==> src/rtl/mux_scan_ctrl.sv <==
// mux_scan_ctrl: walks a param_mux selector through 0..SIGNAL_COUNT-1 on a start
// pulse, snapshots each mux output word and offers it downstream on valid/ready.
//
// Handshake: data_o/last_o are offered while valid_o=1 and are held stable,
// together with sel_o, until an edge where valid_o && ready_i; that edge is the
// transfer. ready_i has no effect while valid_o=0.
//
// SIGNAL_COUNT must be >= 1 and <= 2**SELECTOR_WIDTH.
module mux_scan_ctrl #(
    parameter int INPUT_WIDTH    = 32,
    parameter int SELECTOR_WIDTH = 2,
    parameter int SIGNAL_COUNT   = 4
) (
    input  logic                      clk_i,
    input  logic                      rst_i,
    input  logic                      start_i,
    input  logic [INPUT_WIDTH-1:0]    mux_data_i,
    output logic [SELECTOR_WIDTH-1:0] sel_o,
    output logic [INPUT_WIDTH-1:0]    data_o,
    output logic                      valid_o,
    input  logic                      ready_i,
    output logic                      last_o,
    output logic                      busy_o,
    output logic                      done_o,
    output logic [1:0]                state_o
);

    typedef enum logic [1:0] {
        S_IDLE   = 2'd0,
        S_SELECT = 2'd1,
        S_SEND   = 2'd2,
        S_DONE   = 2'd3
    } state_t;

    localparam logic [SELECTOR_WIDTH-1:0] LAST_IDX = SELECTOR_WIDTH'(SIGNAL_COUNT - 1);

    state_t                    state_q, state_d;
    logic [SELECTOR_WIDTH-1:0] idx_q,   idx_d;
    logic [INPUT_WIDTH-1:0]    data_q,  data_d;
    logic                      valid_q, valid_d;
    logic                      last_q,  last_d;

    // State register: async reset aborts any burst with no partial output.
    always_ff @(posedge clk_i or posedge rst_i) begin
        if (rst_i) begin
            state_q <= S_IDLE;
            idx_q   <= '0;
            data_q  <= '0;
            valid_q <= 1'b0;
            last_q  <= 1'b0;
        end else begin
            state_q <= state_d;
            idx_q   <= idx_d;
            data_q  <= data_d;
            valid_q <= valid_d;
            last_q  <= last_d;
        end
    end

    // Next-state: SELECT is the mux settle cycle and captures at its closing edge;
    // SEND holds everything until the transfer, then advances or finishes.
    always_comb begin
        state_d = state_q;
        idx_d   = idx_q;
        data_d  = data_q;
        valid_d = valid_q;
        last_d  = last_q;
        case (state_q)
            S_IDLE: begin
                idx_d = '0;
                if (start_i) begin
                    state_d = S_SELECT;
                end
            end
            S_SELECT: begin
                data_d  = mux_data_i;
                valid_d = 1'b1;
                last_d  = (idx_q == LAST_IDX);
                state_d = S_SEND;
            end
            S_SEND: begin
                if (valid_q && ready_i) begin
                    valid_d = 1'b0;
                    last_d  = 1'b0;
                    if (idx_q == LAST_IDX) begin
                        // Wrap here so unused selector codes are never driven.
                        idx_d   = '0;
                        state_d = S_DONE;
                    end else begin
                        idx_d   = idx_q + 1'b1;
                        state_d = S_SELECT;
                    end
                end
            end
            S_DONE: begin
                state_d = S_IDLE;
            end
            default: begin
                state_d = S_IDLE;
            end
        endcase
    end

    // Outputs are decoded from registered state only; nothing passes through
    // combinationally from the inputs.
    always_comb begin
        sel_o   = '0;
        if ((state_q == S_SELECT) || (state_q == S_SEND)) begin
            sel_o = idx_q;
        end
        data_o  = data_q;
        valid_o = valid_q;
        last_o  = last_q;
        busy_o  = (state_q != S_IDLE);
        done_o  = (state_q == S_DONE);
        state_o = state_q;
    end

endmodule

==> config.mk <==
export PLATFORM = sky130hd
export DESIGN_NAME = mux_scan_ctrl
export DESIGN_NICKNAME = d
export VERILOG_FILES = /design/src/rtl/mux_scan_ctrl.sv
export SDC_FILE = /design/constraint.sdc
export NUM_CORES = 1
export LEC_CHECK = 0
export BUFFER_PORTS_ARGS = -buffer_cell sky130_fd_sc_hd__buf_2
export CAP_MARGIN = 25
export CORE_MARGIN = 2
export CORE_UTILIZATION = 45
export CTS_CLUSTER_DIAMETER = 60
export DETAILED_ROUTE_END_ITERATION = 12
export PLACE_DENSITY_LB_ADDON = 0.3
export SLEW_MARGIN = 20
export SYNTH_ARGS = -nofsm -noshare
export SYNTH_HDL_FRONTEND = slang
export SYNTH_SLANG_ARGS = --single-unit
==> constraint.sdc <==
create_clock -name clk_i -period 1.9 [get_ports clk_i]
set_input_delay 0.095 -clock clk_i [delete_from_list [all_inputs] [get_ports clk_i]]
set_output_delay 0.095 -clock clk_i [all_outputs]
set_load 0.05 [all_outputs]
# Word-level counts from Yosys, hierarchy flattened
# Cells that the tools add are included.
word_totals:
  regBits: 38
  output_inout_bits: 40
  wordCells: 32
  inputBits: 36
classes:
  n_mux: 11
  reduce_logical: 9
  n_eq_ne: 6
  addsub: 1
op_table:
  columns: ["operator", "count"]
  rows:
  - ["$mux 2", 6]
  - ["$pmux 2 s4", 1]
  - ["$eq 2x2->1 const B", 3]
  - ["$reduce_and 2->1", 3]
  - ["$reduce_bool 2->1", 3]
  - ["$ne 2x2->1 const B", 2]
  - ["$pmux 1 s2", 2]
  - ["$pmux 2 s2", 1]
  - ["$add 2x1->2 const B", 1]
  - ["$eq 2x1->1 const B", 1]
  - ["$logic_not 2->1", 1]
  - ["$logic_and 1x1->1", 1]
  - ["$logic_or 1x1->1", 1]
  - ["$mux 1", 1]

# Longest topological paths before layout
logic_depth:
  word_depth: 4
  depth_mapped: 5
  ltp_nobuf: 5

# Worst setup path before layout
# Ideal clock, no wire load.
synth_timing:
  kind: "register to register"
  startpoint: "register state_q[0] (netlist: state_o[0])"
  endpoint: "register idx_q[0]"
  n_path_buf: 0
  period_less_slack_ns: 2.050
  required_time_ns: 1.775
  slack_ns: -0.150
  stages_incl_launch_ff: 6
  setup_time_ns: 0.125
  t_arrival_ns: 1.925
  path_cell_list: "dfrtp_1 inv_1 ha_1 inv_1 o21a_2 mux2_4"
synth_via:
  elab_chain_cells: 3
  elab_cells_between_ends: 6
  classes_between: "2 x eq/ne; 1 x mux; 3 x reduce/logical"
synth_rtl:
  columns: ["element", "line", "text"]
  rows:
  - ["from (decl)", "37", "state_t state_q, state_d;"]
  - ["from (signal assigned)", "52", "state_q <= state_d;"]
  - ["$eq 2x2->1 / $logic_not 2->1 (equally long branches)", "68", "case (state_q)"]
  - ["$ne 2x2->1 (no source line) / $reduce_bool 2->1 (equally long branches)", null, null]
  - ["$reduce_and 2->1 (no source line)", null, null]
  - ["to (signal assigned)", "53", "idx_q <= idx_d;"]
  - ["to (decl)", "38", "logic [SELECTOR_WIDTH-1:0] idx_q, idx_d;"]
# Several ways; a longest one is shown, not always the timed one.
# A chain may end at the register's enable or synchronous reset.

# Worst setup path after layout
layout_timing:
  startpoint: "register state_q[0] (netlist: state_o[0])"
  endpoint: "output port sel_o[0]"
layout_via:
  elab_chain_cells: 3
  elab_cells_between_ends: 4
  classes_between: "2 x eq/ne; 1 x mux; 1 x reduce/logical"
layout_rtl:
  columns: ["element", "line", "text"]
  rows:
  - ["$eq 2x1->1 / $eq 2x2->1 (equally long branches)", "108", "if ((state_q == S_SELECT) || (state_q == S_SEND)) begin"]
  - ["$logic_or 1x1->1 *", "108", null]
  - ["$mux 2 *", "108", null]
  - ["to (decl)", "18", "output logic [SELECTOR_WIDTH-1:0] sel_o,"]
# Mark *: on every way between the ends. The rest lies on a longest branch, timed or not.

==> results.py <==
metrics = {
    "sta": {
        "setup_viol": 0,
        "min_period_ps": 1693,
        "rsz0062_at_grt": "no",
        "post-route-period-util": 0.8911,
        "slew_headroom": 0.6929,
        "finalSetupTns_ps": 0,
        "worstMarginPinSlew_ps": 460.6,
        "clock.fmax_ghz": 0.5906,
        "skew_ps": 5.470,
        "drv_slew": 0,
        "hold_viol_final": 0,
    },
    "clock_tree": {
        "clk_latency_ps": 330,
        "cts_tree": "yes",
        "cts_resized": 0,
        "clockBufferDepth": 2,
        "cts_sinks": 38,
        "clk_pin_slew_ps": 100,
        "cts_made_buffers": 5,
        "root_buffer": "clkbuf_4",
        "post_cts_buffers": 0,
        "cts-htree-levels": 2,
        "cts_hold_buf": 33,
    },
    "routing": {
        "dr.pass1.iters": 4,
        "drtAntennaViolNets": 0,
        "remaining_drc_errors": 0,
        "wire_per_inst_um": 12.81,
        "drt_wl_total_um": 3407,
        "vias": 1230,
        "drtIter0Drc": 22,
        "via_per_inst": 4.624,
    },
    "floorplan": {
        "start_util": 0.4751,
        "die_x_um": 63.59,
        "core_area_mm2": 0.003363,
        "ios": 76,
        "die_h_um": 63.59,
        "die_area_mm2": 0.004043,
        "row_count": 21,
    },
    "place": {
        "gp_congestion": 0.7912,
        "dp_hpwl_um": 2181,
        "port_buffers": 75,
    },
    "yosys": {
        "avgSynthCellArea_um2": 15.07,
        "synth.area.mux_share": 0.2412,
        "synthFlopType": "dfrtp_1",
        "synthAdderAreaFrac": 0.04699,
        "synth_simple_gate_area_frac": 0.04150,
        "ys_seq_area_frac": 0.5951,
        "synth_cell_types": 23,
        "synth_fp_nets": 148,
        "synth-async-reset-ratio": 1.000,
        "synth-seq-cells": 38,
        "postSynthCellCount": 106,
        "synth_xor_area_frac": 0,
        "synth_top_family_by_area": "multiplexers",
        "syn_area_mm2": 0.001598,
        "synth_edf_count": 0,
        "ys_warn_count": 0,
        "synth_compound_area_frac": 0.03915,
    },
    "setup_path": {
        "rr_worst_depth": 5,
        "worstPathArrival_ps": 1600,
        "critical_path_class": "register to output port",
        "r2r-start": "state_o[0]$_DFFE_PP0P_",
        "timing.rr.end": "idx_q[0]$_DFFE_PP0P_",
        "reg2reg_slack_ps": 420,
        "cp_cell_sequence": "inv_1 -> ha_1 -> and2_1 -> buf_2",
        "critPathLaunchType": "register",
        "worstPathRequired_ps": 1800,
        "cp_slowest_stage_delay_ps": 420,
        "crit_slowest_cell": "dfrtp_2",
        "crit_fanout": 6,
        "crit_path_end_kind": "output port",
    },
    "finish": {
        "num_antenna_cells": 0,
        "area_growth_pct": 51.21,
        "layout-drive-gt1-share": 0.4227,
        "nets": 261,
    },
    "global_routing": {
        "antenna_found_initial": 0,
        "grt_start_max_net_pins": 39,
        "grt_pass1_vias": 1359,
        "grt_first_pass_wirelength_um": 6072,
        "gr-usage-all-layers": 0.1978,
        "grt-ovfl-total": 0,
    },
    "hold_path": {
        "hp-class": "primary input to register",
        "hold_end": "valid_o$_DFFE_PP0P_",
        "worstHoldStart": "ready_i",
        "min_path_cells": 3,
    },
    "run": {
        "maxCapViolations": 0,
    },
    "status": {
        "status": "completed",
    },
}
worst max-delay path by stage:
stage	start	endpoint	depth (start not counted)
finish	state_o[0]$_DFFE_PP0P_	sel_o[0]	4
global route	state_o[1]$_DFFE_PP0P_	sel_o[0]	4
CTS	state_o[0]$_DFFE_PP0P_	sel_o[0]	4
detailed placement	state_o[0]$_DFFE_PP0P_	idx_q[0]$_DFFE_PP0P_	5
global placement	state_o[0]$_DFFE_PP0P_	idx_q[0]$_DFFE_PP0P_	5
floorplan	state_o[0]$_DFFE_PP0P_	idx_q[0]$_DFFE_PP0P_	5
synth_stat cells, types with 2 or more instances:
| master | count | share of area |
|---|---|---|
| inv_1 | 5 | 0.012 |
| and2_1 | 2 | 0.0078 |
| dfrtp_1 | 38 | 0.60 |
| ha_1 | 6 | 0.047 |
| buf_6 | 3 | 0.021 |
| a31oi_1 | 2 | 0.0078 |
| mux2_2 | 2 | 0.014 |
| nand2_1 | 4 | 0.0094 |
| mux2_1 | 30 | 0.21 |
cell type report:
cell class	count	area, um^2
clock buffer	6	51.30
clock inverter	2	12.51
fill	259	947.2
inverter	5	18.77
multi-input combinational	59	589.3
sequential	38	953.4
tap	46	57.56
timing repair buffer	110	733.2
per-layer routing:
layer	global-route usage	share of wire
met1	0.2191	0.40
met2	0.3513	0.51
met3	0.06964	0.077
met4	0.06522	0.018
met5	0	0
worst max-delay path: cells and delay by family (launching register included):
kind	cells	cell delay (ps)
fa+ha+maj	1	360
simple gates	1	140
buf+inv	2	350
flops	1	420
metrics by stage:
stage	hold WS, ps	instance area, um^2	utilization	setup slack (ps)	instances
2_1_floorplan	229.7	1600	-	35.24	106
3_3_place_gp	220.0	2022	0.6012	516.3	225
3_5_place_dp	222.5	2022	0.6012	433.7	225
4_1_cts	46.43	2416	0.7184	173.7	266
5_1_grt	47.33	2416	0.7184	86.87	266
6_report	67.17	2416	0.7184	206.9	266
registers in the layout (all words and copies together) (netlist names):
| signal | count |
|---|---|
| idx_q | 2 |
| data_o | 32 |
| state_o | 2 |
| last_o | 1 |
| valid_o | 1 |
kinds of logic after synthesis:
logic type | after synthesis
flops | 38
fa+ha+maj | 6
simple gates | 12
buf+inv | 9
mux | 34
compound gates | 7
cells in the final DEF (no fill, tap or decap), drive strengths merged, types with 2 or more instances in the layout:
cell,instances
inv,5
buf,77
ha,6
nand2,4
clkbuf,6
and2,3
a31oi,2
dfrtp,38
mux2,33
dlygate4sd3,33
Power is left out: the tool's default activity adds up to more than one toggle a clock period on the data nets, which glitch-free logic cannot reach.
